File: config.mk
export PLATFORM = sky130hd
export DESIGN_NAME = ifetch_unit
export DESIGN_NICKNAME = d
export VERILOG_FILES = /design/src/rtl/ifetch_unit_pkg.sv /design/src/rtl/ifetch_fifo.sv /design/src/rtl/ifetch_unit.sv
export SDC_FILE = /design/constraint.sdc
export NUM_CORES = 1
export LEC_CHECK = 0
export ABC_AREA = 1
export CAP_MARGIN = 10
export CORE_MARGIN = 2
export CORE_UTILIZATION = 30
export DETAILED_ROUTE_END_ITERATION = 10
export SETUP_SLACK_MARGIN = 0.5
export SLEW_MARGIN = 20
export SYNTH_ARGS = -nofsm -noshare
export SYNTH_HDL_FRONTEND = slang
export SYNTH_SLANG_ARGS = --single-unit
File: constraint.sdc
create_clock -name clk -period 4.2 [get_ports clk]
set_clock_uncertainty 0.1 [all_clocks]
set_input_delay 0.84 -clock clk [delete_from_list [all_inputs] [get_ports clk]]
set_output_delay 0.84 -clock clk [all_outputs]
set_load 0.05 [all_outputs]
File: src/rtl/ifetch_unit_pkg.sv
// Shared constants and types for the instruction-fetch unit.
// Entry layout is {pc, inst} so the PC sits in the upper bits of a packed entry.
package ifetch_unit_pkg;

    localparam int INST_BYTES = 4;
    localparam int INST_WIDTH = 32;
    localparam int PC_WIDTH   = 16;

    localparam logic [INST_WIDTH-1:0] NOP_INST = 32'h0000_0013;

    typedef struct packed {
        logic [PC_WIDTH-1:0]   pc;
        logic [INST_WIDTH-1:0] inst;
    } fetch_entry_t;

endpackage

File: src/rtl/ifetch_fifo.sv
// Synchronous instruction buffer with occupancy count and synchronous clear.
// Push and pop may coincide at any occupancy; clear wins over both.
module ifetch_fifo #(
    parameter int DEPTH = 4,
    parameter int WIDTH = 48
) (
    input  logic                       clk,
    input  logic                       rst_n,
    input  logic                       clear,
    input  logic                       push,
    input  logic                       pop,
    input  logic [WIDTH-1:0]           wr_data,
    output logic [WIDTH-1:0]           rd_data,
    output logic                       empty,
    output logic [$clog2(DEPTH):0]     count
);

    localparam int PW = $clog2(DEPTH);

    logic [WIDTH-1:0] mem [DEPTH];
    logic [PW-1:0]    wr_ptr;
    logic [PW-1:0]    rd_ptr;
    logic [PW:0]      count_q;
    logic             pop_ok;

    assign pop_ok = pop && (count_q != '0);

    // NOTE: state registers use non-blocking assignments so every flop samples
    // pre-edge values, independent of the order the processes run in.
    always_ff @(posedge clk or negedge rst_n) begin
        if (!rst_n) begin
            wr_ptr  <= '0;
            rd_ptr  <= '0;
            count_q <= '0;
        end else if (clear) begin
            wr_ptr  <= '0;
            rd_ptr  <= '0;
            count_q <= '0;
        end else begin
            if (push)   wr_ptr <= wr_ptr + 1'b1;
            if (pop_ok) rd_ptr <= rd_ptr + 1'b1;
            case ({push, pop_ok})
                2'b10:   count_q <= count_q + 1'b1;
                2'b01:   count_q <= count_q - 1'b1;
                default: count_q <= count_q;
            endcase
        end
    end

    // NOTE: storage has no reset; a slot is only observed after it has been
    // written, so resetting it would add reset fan-out for nothing.
    always_ff @(posedge clk) begin
        if (push && !clear) mem[wr_ptr] <= wr_data;
    end

    assign rd_data = mem[rd_ptr];
    assign empty   = (count_q == '0);
    assign count   = count_q;

endmodule

File: src/rtl/ifetch_unit.sv
// Instruction-fetch initiator: drives the RAM read address, captures the word
// one cycle later, buffers {pc, inst} pairs and hands them to decode.
module ifetch_unit
    import ifetch_unit_pkg::*;
#(
    parameter int                    ADDR_WIDTH = PC_WIDTH,
    parameter int                    DATA_WIDTH = INST_WIDTH,
    parameter int                    FIFO_DEPTH = 4,
    parameter logic [ADDR_WIDTH-1:0] RESET_PC   = '0
) (
    input  logic                  clk,
    input  logic                  rst_n,
    output logic [ADDR_WIDTH-1:0] mem_addr,
    input  logic [DATA_WIDTH-1:0] mem_dout,
    input  logic                  redirect_valid,
    input  logic [ADDR_WIDTH-1:0] redirect_pc,
    output logic                  out_valid,
    input  logic                  out_ready,
    output logic [DATA_WIDTH-1:0] out_inst,
    output logic [ADDR_WIDTH-1:0] out_pc
);

    localparam int                    CW        = $clog2(FIFO_DEPTH) + 1;
    localparam logic [CW:0]           DEPTH_C   = (CW + 1)'(FIFO_DEPTH);
    localparam logic [ADDR_WIDTH-1:0] PC_STEP   = ADDR_WIDTH'(INST_BYTES);
    localparam logic [ADDR_WIDTH-1:0] ALIGN_MSK = ~ADDR_WIDTH'(INST_BYTES - 1);

    typedef struct packed {
        logic [ADDR_WIDTH-1:0] pc;
        logic [DATA_WIDTH-1:0] inst;
    } entry_t;

    logic [ADDR_WIDTH-1:0] fetch_pc;
    logic [ADDR_WIDTH-1:0] issued_pc;
    logic                  inflight;
    logic                  issue;
    logic                  push;
    logic                  pop;
    logic                  fifo_empty;
    logic [CW-1:0]         count;
    logic [CW:0]           credits_used;
    entry_t                wr_entry;
    entry_t                rd_entry;

    // A slot is reserved at issue time, so the response push can never overflow.
    assign credits_used = {1'b0, count} + {{CW{1'b0}}, inflight};
    assign issue        = !redirect_valid && (credits_used < DEPTH_C);
    assign push         = inflight && !redirect_valid;
    assign pop          = out_valid && out_ready && !redirect_valid;

    always_ff @(posedge clk or negedge rst_n) begin
        if (!rst_n) begin
            fetch_pc  <= RESET_PC;
            issued_pc <= RESET_PC;
            inflight  <= 1'b0;
        end else if (redirect_valid) begin
            fetch_pc  <= redirect_pc & ALIGN_MSK;
            inflight  <= 1'b0;
        end else begin
            inflight <= issue;
            if (issue) begin
                fetch_pc  <= fetch_pc + PC_STEP;
                issued_pc <= fetch_pc;
            end
        end
    end

    assign wr_entry = '{pc: issued_pc, inst: mem_dout};

    ifetch_fifo #(
        .DEPTH (FIFO_DEPTH),
        .WIDTH ($bits(entry_t))
    ) u_fifo (
        .clk     (clk),
        .rst_n   (rst_n),
        .clear   (redirect_valid),
        .push    (push),
        .pop     (pop),
        .wr_data (wr_entry),
        .rd_data (rd_entry),
        .empty   (fifo_empty),
        .count   (count)
    );

    assign mem_addr  = fetch_pc;
    assign out_valid = !fifo_empty;
    // Gating keeps never-written storage off the outputs while empty.
    assign out_inst  = out_valid ? rd_entry.inst : '0;
    assign out_pc    = out_valid ? rd_entry.pc   : '0;

endmodule

==> run summary, run 1 <==
most frequent cells after synthesis: 210 x nor2_1, 184 x edfxtp_1, 102 x o21ai_0, 87 x nand2_1, 52 x a21oi_1
Most used DFF post-synth: edfxtp_1
placed standard-cell area: 10770 um2
clk_lat worst skew: 0.50 ns
clock tree sinks: 220
CP Cell Sequence: buf_6, nor2_1, nor2_1, o21ai_0, a21oi_1, buf_12
final setup vio count: 0
diode count: 0
first-pass GRT wire length: 32120 um
hpwl dp: 12440 um
synthesized area per cell: 11.34 um2
grt ovf: 0
Worst setup EP type: output port
Critical Path RT: 3.26 ns
min cycle time layout: 3.463 ns
fin crit share: 82.45%
crit-path max FO: 58
synth unique cells: 30
Slowest Stage Delay on Critical Path: 0.71 ns
IO buf count: 110
Max-cap violations: 0
setup total negative slack: 0 ns
WL final: 21010 um
CP max stage cell: dfrtp_4
finished layout cell area: 11560 um2
Leak: 4.234 nW
final total power: 7.907 mW
drt first-iter violations: 427
CTS buffer count: 24
area of the multi-input gates: 2311 um2
FMAX: 288.8 MHz
most used cell along the critical path: nor2_1
#FFs+latches synth: 220
initial antenna violation count: 0
outcome: finished, final reports clean
Synth area leader: edfxtp_1
Starting Density: 30.57%
most common cell in the synthesized netlist: nor2_1
Antenna Violating Nets Remaining: 0
worst slack, placed: 1.027 ns
final setup margin: 0.7373 ns
Post-synth EDFFs: 184
max-slew violation count: 0
fin util: 38.90%
Fillers: 2826
Worst setup SP type: flop
# rows: 63
GPL Wtd Cong: 0.7805
drt pass-1 iters: 5
post-synth top area share: 60.83%
post-synthesis cell area: 9084 um2
Clock Tree Buf Depth: 3
Seq/Total Area, Yosys: 70.74%
CTS HTree Levels: 1
pin count of the biggest net entering global routing: 65
vias per cell: 4.604
vias in the first global route: 5843
Remaining DRCs: 0
Final Hold Fails: 0
pwr dens: 684.1 nW/um2
Yosys warning count: 0
Die Span X: 178.0 um
fin cells: 1322
hold buffer count at cts: 0
via count: 6087
CTS tree: yes
worst hold path type: reg -> reg
core area: 29720 um2
root buffer cell: clkbuf_16
total track usage: 13.15%
ranking of synthesized cells by area: edfxtp_1 61%, dfrtp_1 9.9%, nor2_1 8.7%, o21ai_0 5.6%, nand2_1 3.6%
FFs w/ async S/R, synth: 16.36%
Routed WL per cell: 15.89 um
hold slack: 0.4306 ns
CP Buf/Inv Count: 2
DP Cell Count: 1278
Worst Tran Pin Value: 0.7023 ns
VDD IR max: 295.9 uV
die area: 31690 um2
post-synthesis cell count: 801
CP top delay family: flip-flops
Die Y: 178.0 um
CP arrival: 2.52 ns
Worst-path clk slew: 0.06 ns
Reg area: 6431 um2
Area Growth Syn to Fin: 27.25%
Max-slew headroom: 53.11%
unrepaired setup endpoints after global routing: false
Top Ports: 117
Final nets: 972
critical path type: reg -> out
layout cell share with drive strength beyond 1: 12.45%
-- metal layers --
layer,up-vias,part of all wire (%),track usage [%]
met5,-,0,0
met4,0,1.2,2.357
met3,22,6.5,3.346
met2,153,48,21.79
met1,2925,45,17.62
li1,2987,-,-
-- what timing repair did --
item / CTS / global route
resized for setup: 1 / 2
endpoints found under the setup margin: 2 / 16
setup buffers: 0 / 0
-- worst paths after layout --
path                                       start  slack, ns  cells after the start          endpoint
worst max-delay path            u_fifo.rd_ptr[0]       0.74                      6       out_inst[0]
worst min-delay path                mem_addr[15]       0.43                      2      mem_addr[15]
worst max register to register   u_fifo.count[0]       2.20                      9   u_fifo.count[2]
worst min register to register      mem_addr[15]       0.43                      2      mem_addr[15]
max in group asynchronous                  rst_n       2.98                      2  u_fifo.rd_ptr[0]
min in group asynchronous                  rst_n       0.65                      2       mem_addr[2]
-- cell usage in the layout (no fill, tap or decap), drive strengths merged, types with 5 or more instances in the layout --
| cell | instances |
|---|---|
| nor2 | 211 |
| edfxtp | 184 |
| o21ai | 111 |
| nand2 | 88 |
| clkdlybuf4s50 | 64 |
| buf | 64 |
| a21oi | 52 |
| dfrtp | 36 |
| inv | 31 |
| clkbuf | 27 |
| nand3 | 19 |
| clkinv | 12 |
| nand4 | 5 |
| ha | 5 |
-- registers in the layout, summed over array words and instances, names as in the netlist --
name	flops
inflight	1
u_fifo.rd_ptr	2
u_fifo.mem	184
issued_pc	14
u_fifo.wr_ptr	2
mem_addr	14
u_fifo.count	3
-- power breakdown --
part	internal (mW)	switching, mW
Clock	1.23	0.824
Combinational	1.01	2.02
Sequential	2.62	0.204
-- final cells by class --
class / instances / share of cell area [%]
clock buffer: 27 / 5.293
clock inverter: 17 / 1.472
inverter: 31 / 1.050
multi-input combinational: 509 / 19.99
sequential: 220 / 55.64
tap: 390 / 4.222
timing repair buffer: 128 / 12.33
-- logic make-up after synthesis --
group / after synthesis / synth area share [%]
AO/OA/AOI/OAI: 172 / 9.683
XOR/XNOR: 4 / 0.3857
adder cells (fa/ha/maj): 6 / 0.9091
buffers and inverters: 75 / 4.270
flip-flops: 220 / 70.74
other: 1 / 0.04128
AND/OR/NAND/NOR: 323 / 13.97
-- worst min-delay path, stage by stage, from the launching register on --
cell     delay, ns
dfrtp_1       0.38
nand2_1       0.06
nand2_1       0.06
Note: power is estimated with default switching activity, not from simulation.
==> inputs of run 2 (changes only) <==
==> constraint.sdc (replaced) <==
create_clock -name clk -period 3.3 [get_ports clk]
set_clock_uncertainty 0.1 [all_clocks]
set_input_delay 0.66 -clock clk [delete_from_list [all_inputs] [get_ports clk]]
set_output_delay 0.66 -clock clk [all_outputs]
set_load 0.05 [all_outputs]
==> run summary, run 2 (same netlist as run 1, synthesis figures left out) <==
first-pass GRT wire length: 33090 um (+3.0%)
Worst setup EP type: output port
drt first-iter violations: 422 (-1.2%)
vias per cell: 4.563 (-0.89%)
Max-cap violations: 0 (unchanged)
metal2 WL: 10520 um (+5.4%)
most used cell along the critical path: buf_12
CP arrival: 2.01 ns (-0.51 ns)
min cycle time layout: 2.768 ns
total track usage: 13.46% (+0.32 points)
CP Cell Sequence: buf_12, clkinv_8, buf_12, o21ai_0, a21oi_1, buf_12
Top reg by flops: u_fifo.mem
Routed WL per cell: 16.41 um (+3.3%)
CP Buf/Inv Count: 4 (+2)
crit-path max FO: 40 (-31%)
die area: 31690 um2 (unchanged)
GPL Wtd Cong: 0.7754 (-0.65%)
CTS tree: yes
IO buf count: 110 (unchanged)
initial antenna violation count: 0 (unchanged)
Final Hold Fails: 0 (unchanged)
Worst setup SP type: flop
Leak: 4.426 nW (+4.5%)
pin count of the biggest net entering global routing: 51 (-22%)
Min-Delay Path Depth: 0 (-2)
fin cells: 1333 (+0.83%)
CP top delay family: buffers and inverters
Worst Tran Pin Value: 0.5452 ns (-0.1570 ns)
commonest non-fill, non-tap cell in the layout: nor2_1
CP max stage cell: dfrtp_4
critical path type: reg -> out
wire length on met3: 1061 um (-22%)
unrepaired setup endpoints after global routing: true
Area Growth Syn to Fin: 35.32%
number of flip-flops under the largest register name: 184 (unchanged)
Worst-path clk slew: 0.06 ns (about the same)
RR Startpoint: u_fifo.count[0]
fin crit share: 83.88%
top routing layer used: met4
Critical Path RT: 2.54 ns (-0.72 ns)
Die Y: 178.0 um (unchanged)
layout cell share with drive strength beyond 1: 17.60% (+5.2 points)
Max-slew headroom: 63.79% (+11 points)
root buffer cell: clkbuf_16
worst r2r path cells: 10 (+1)
clock tree sinks: 220 (unchanged)
vias in the first global route: 6063 (+3.8%)
most frequent cells in the layout: 206 x nor2_1, 184 x edfxtp_1, 98 x o21ai_0
core area: 29720 um2 (unchanged)
WL final: 21880 um (+4.1%)
drt pass-1 iters: 4 (-1)
Remaining DRCs: 0 (unchanged)
CTS buffer count: 24 (unchanged)
outcome: finished, final reports clean
Critical Path Source: u_fifo.rd_ptr[0]
Slowest Stage Delay on Critical Path: 0.49 ns (-0.22 ns)
Final nets: 985 (+1.3%)
grt ovf: 0 (unchanged)
setup total negative slack: 0 ns (unchanged)
Top Ports: 117 (unchanged)
final setup vio count: 0 (unchanged)
worst hold path type: reg -> reg
VDD IR max: 376.9 uV (+27%)
Antenna Violating Nets Remaining: 0 (unchanged)
CTS HTree Levels: 1 (unchanged)
pwr dens: 890.9 nW/um2 (+30%)
hpwl dp: 12820 um (+3.0%)
Critical Path Stages: 6 (unchanged)
Clock Tree Buf Depth: 3 (unchanged)
clk_lat worst skew: 0.50 ns (about the same)
diode count: 0 (unchanged)
max-slew violation count: 0 (unchanged)
Starting Density: 30.57% (unchanged)
FMAX: 361.3 MHz
hold buffer count at cts: 0 (unchanged)
DP Cell Count: 1281 (+0.23%)
Hold Crit Start: issued_pc[7]
routed metal-1 wirelength: 9979 um (+6.1%)
Die Span X: 178.0 um (unchanged)
# rows: 63 (unchanged)
Fillers: 2805 (-0.74%)
via count: 6083 (-0.066%)
[run 2: final timing paths]
kind	endpoint	slack, ns
min in group asynchronous	mem_addr[3]	0.48
max	out_inst[14]	0.53
max reg2reg	u_fifo.count[2]	1.24
max in group asynchronous	u_fifo.rd_ptr[0]	2.26
min reg2reg	u_fifo.mem[1][39]	0.43
min	u_fifo.mem[1][39]	0.43
[run 2: through the flow]
stage	cell area, um2	power [mW]	util (%)	setup WS (ns)	hold WS, ns
floorplan	9095	5.954	-	-0.1879	0.2644
finish	12290	10.95	41.36	0.5319	0.4296
global route	12290	11.45	41.36	0.4367	0.4471
detailed placement	11130	7.993	37.46	0.6532	0.4179
global placement	11130	7.958	37.46	0.6756	0.4062
CTS	12080	10.82	40.65	0.5001	0.4341
[run 2: power by group]
group	switching, mW	internal [mW]
Combinational	2.92	1.93
Sequential	0.205	3.33
Clock	1.03	1.54
[run 2: cell type report]
type / count / area (um2) / share of cell area (%)
timing repair buffer: 140 / 1989 / 16.18
tap: 390 / 488.0 / 3.970
timing repair inverter: 1 / 6.256 / 0.05090
multi-input combinational: 509 / 2480 / 20.18
sequential: 220 / 6431 / 52.32
inverter: 31 / 143.9 / 1.171
clock buffer: 31 / 648.1 / 5.273
clock inverter: 11 / 105.1 / 0.8550
[run 2: layer usage]
metal | vias to the layer above | global-route usage [%]
met5 | - | 0
met4 | 0 | 2.664
met3 | 28 | 2.664
met2 | 142 | 23.32
met1 | 2910 | 17.57
li1 | 3003 | -
[run 2: timing repair]
action	CTS	global route
cloned	1	3
pin swaps	2	18
setup buffers	2	4
setup endpoints to repair	47	43
resized for setup	47	28
==> inputs of run 3 (changes only) <==
==> constraint.sdc (replaced) <==
create_clock -name clk -period 2.5 [get_ports clk]
set_clock_uncertainty 0.1 [all_clocks]
set_input_delay 0.5 -clock clk [delete_from_list [all_inputs] [get_ports clk]]
set_output_delay 0.5 -clock clk [all_outputs]
set_load 0.05 [all_outputs]
==> run summary, run 3 (same netlist as run 1, synthesis figures left out) <==
Final nets: 997 (+1.2%)
pin count of the biggest net entering global routing: 47 (-7.8%)
worst slack, placed: 0.1603 ns (-0.4928 ns)
critical path type: reg -> out
setup total negative slack: -1.478 ns (-1.478 ns)
Max-cap violations: 0 (unchanged)
hold slack: 0.3243 ns (-0.1053 ns)
grt ovf: 0 (unchanged)
core area: 29720 um2 (unchanged)
Top Ports: 117 (unchanged)
Critical Path RT: 1.90 ns (-0.64 ns)
WL final: 22950 um (+4.9%)
VDD IR max: 537.5 uV (+43%)
final setup margin: -0.09077 ns (-0.6227 ns)
Final Hold Fails: 0 (unchanged)
CTS tree: yes
Die Y: 178.0 um (unchanged)
R2R Setup Slk: 0.65 ns (-0.59 ns)
clock tree sinks: 220 (unchanged)
Top reg by flops: u_fifo.mem
Worst setup SP type: flop
GPL Wtd Cong: 0.7886 (+1.7%)
number of flip-flops under the largest register name: 184 (unchanged)
failing checks: negative setup slack
most frequent cells in the layout: 184 x edfxtp_1, 180 x nor2_1, 86 x nand2_1
total track usage: 13.99% (+0.52 points)
commonest non-fill, non-tap cell in the layout: edfxtp_1
min cycle time layout: 2.591 ns
Fillers: 2701 (-3.7%)
DP Cell Count: 1287 (+0.47%)
RR Endpoint: u_fifo.count[2]
CP arrival: 1.99 ns (-0.02 ns)
fin util: 43.04% (+1.7 points)
Area Growth Syn to Fin: 40.81%
clk_lat worst skew: 0.51 ns (about the same)
max-slew violation count: 0 (unchanged)
final setup vio count: 37 (+37)
Worst setup EP type: output port
via count: 6293 (+3.5%)
first-pass GRT wire length: 34080 um (+3.0%)
IO buf count: 110 (unchanged)
RR Startpoint: u_fifo.count[2]
hold buffer count at cts: 0 (unchanged)
# rows: 63 (unchanged)
Leak: 4.582 nW (+3.5%)
initial antenna violation count: 1 (+1)
Antenna Violating Nets Remaining: 0 (unchanged)
hpwl dp: 12890 um (+0.56%)
CTS buffer count: 25 (+4.2%)
CTS HTree Levels: 1 (unchanged)
Worst-path clk slew: 0.06 ns (about the same)
Remaining DRCs: 0 (unchanged)
placed standard-cell area: 11550 um2 (+3.7%)
Starting Density: 30.57% (unchanged)
finished layout cell area: 12790 um2 (+4.1%)
die area: 31690 um2 (unchanged)
final total power: 15.08 mW (+38%)
Routed WL per cell: 17.03 um (+3.7%)
outcome: complete, but fails checks
unrepaired setup endpoints after global routing: true
fin cells: 1348 (+1.1%)
layout cell share with drive strength beyond 1: 24.87% (+7.3 points)
vias in the first global route: 6155 (+1.5%)
FMAX: 386.0 MHz
pwr dens: 1179 nW/um2 (+32%)
Die Span X: 178.0 um (unchanged)
root buffer cell: clkbuf_16
Clock Tree Buf Depth: 3 (unchanged)
drt pass-1 iters: 5 (+1)
vias per cell: 4.668 (+2.3%)
drt first-iter violations: 503 (+19%)
worst r2r path cells: 9 (-1)
crit-path max FO: 6 (-85%)
fin crit share: 103.6%
worst hold path type: in -> async
## run 3: changes by cell type in the layout (fill, tap and decap cells not counted), moves of 9 or more
cell / delta
a21oi_4: +10
clkdlybuf4s50_1: -14
nor2_1: -26
nor2_2: +17
nor2_4: +9
o21ai_0: -60
o21ai_1: +49
o21ai_2: +11
## run 3: routing by layer
metal	global-route usage (%)	vias to the layer above	wire (um)
met2	24.60	166	11290
met3	2.600	24	1066
met5	0	-	0
met1	17.81	3061	10230
li1	-	3042	-
met4	3.347	0	363
## run 3: worst max-delay path by stage
stage | from | cells past startpoint | to | slack (ns)
after global placement | redirect_valid | 9 | u_fifo.count[2] | 0.17
final | u_fifo.rd_ptr[0] | 7 | out_pc[2] | -0.09
after floorplan | u_fifo.count[0] | 5 | out_inst[14] | 0.39
after CTS | u_fifo.rd_ptr[0] | 5 | out_pc[7] | -0.12
after global routing | u_fifo.rd_ptr[0] | 7 | out_inst[15] | -0.17
after detailed placement | redirect_valid | 9 | u_fifo.count[2] | 0.16
## run 3: cell type report
type,count,area [um2],share of cell area [%]
repair buffers,152,2240,17.51
multi-input cells,509,2734,21.37
inverters,31,141.4,1.105
flip-flops and latches,220,6432,50.29
clock buffers,35,673.1,5.263
well taps,390,488.0,3.815
clock inverters,10,80.08,0.6260
diodes,1,2.502,0.01956
## run 3: worst max-delay path, stage by stage (launching register included)
cell and delay, ns:
dfrtp_4 0.54, buf_12 0.17, buf_8 0.13, nor2_1 0.05
nor2_1 0.07, o21ai_1 0.08, a21oi_2 0.26, buf_12 0.18
## run 3: where the power goes
group | switching (mW) | total (mW) | internal [mW]
Clock | 1.37 | 3.35 | 1.98
Sequential | 0.283 | 4.68 | 4.40
Combinational | 4.12 | 7.05 | 2.93
Total | 5.78 | 15.1 | 9.31
## run 3: what timing repair did
action	4_1_cts	5_1_grt
gates resized for setup	85	109
setup endpoints to repair	61	54
setup buffers	5	1
pin swaps	17	32
gates cloned	3	6
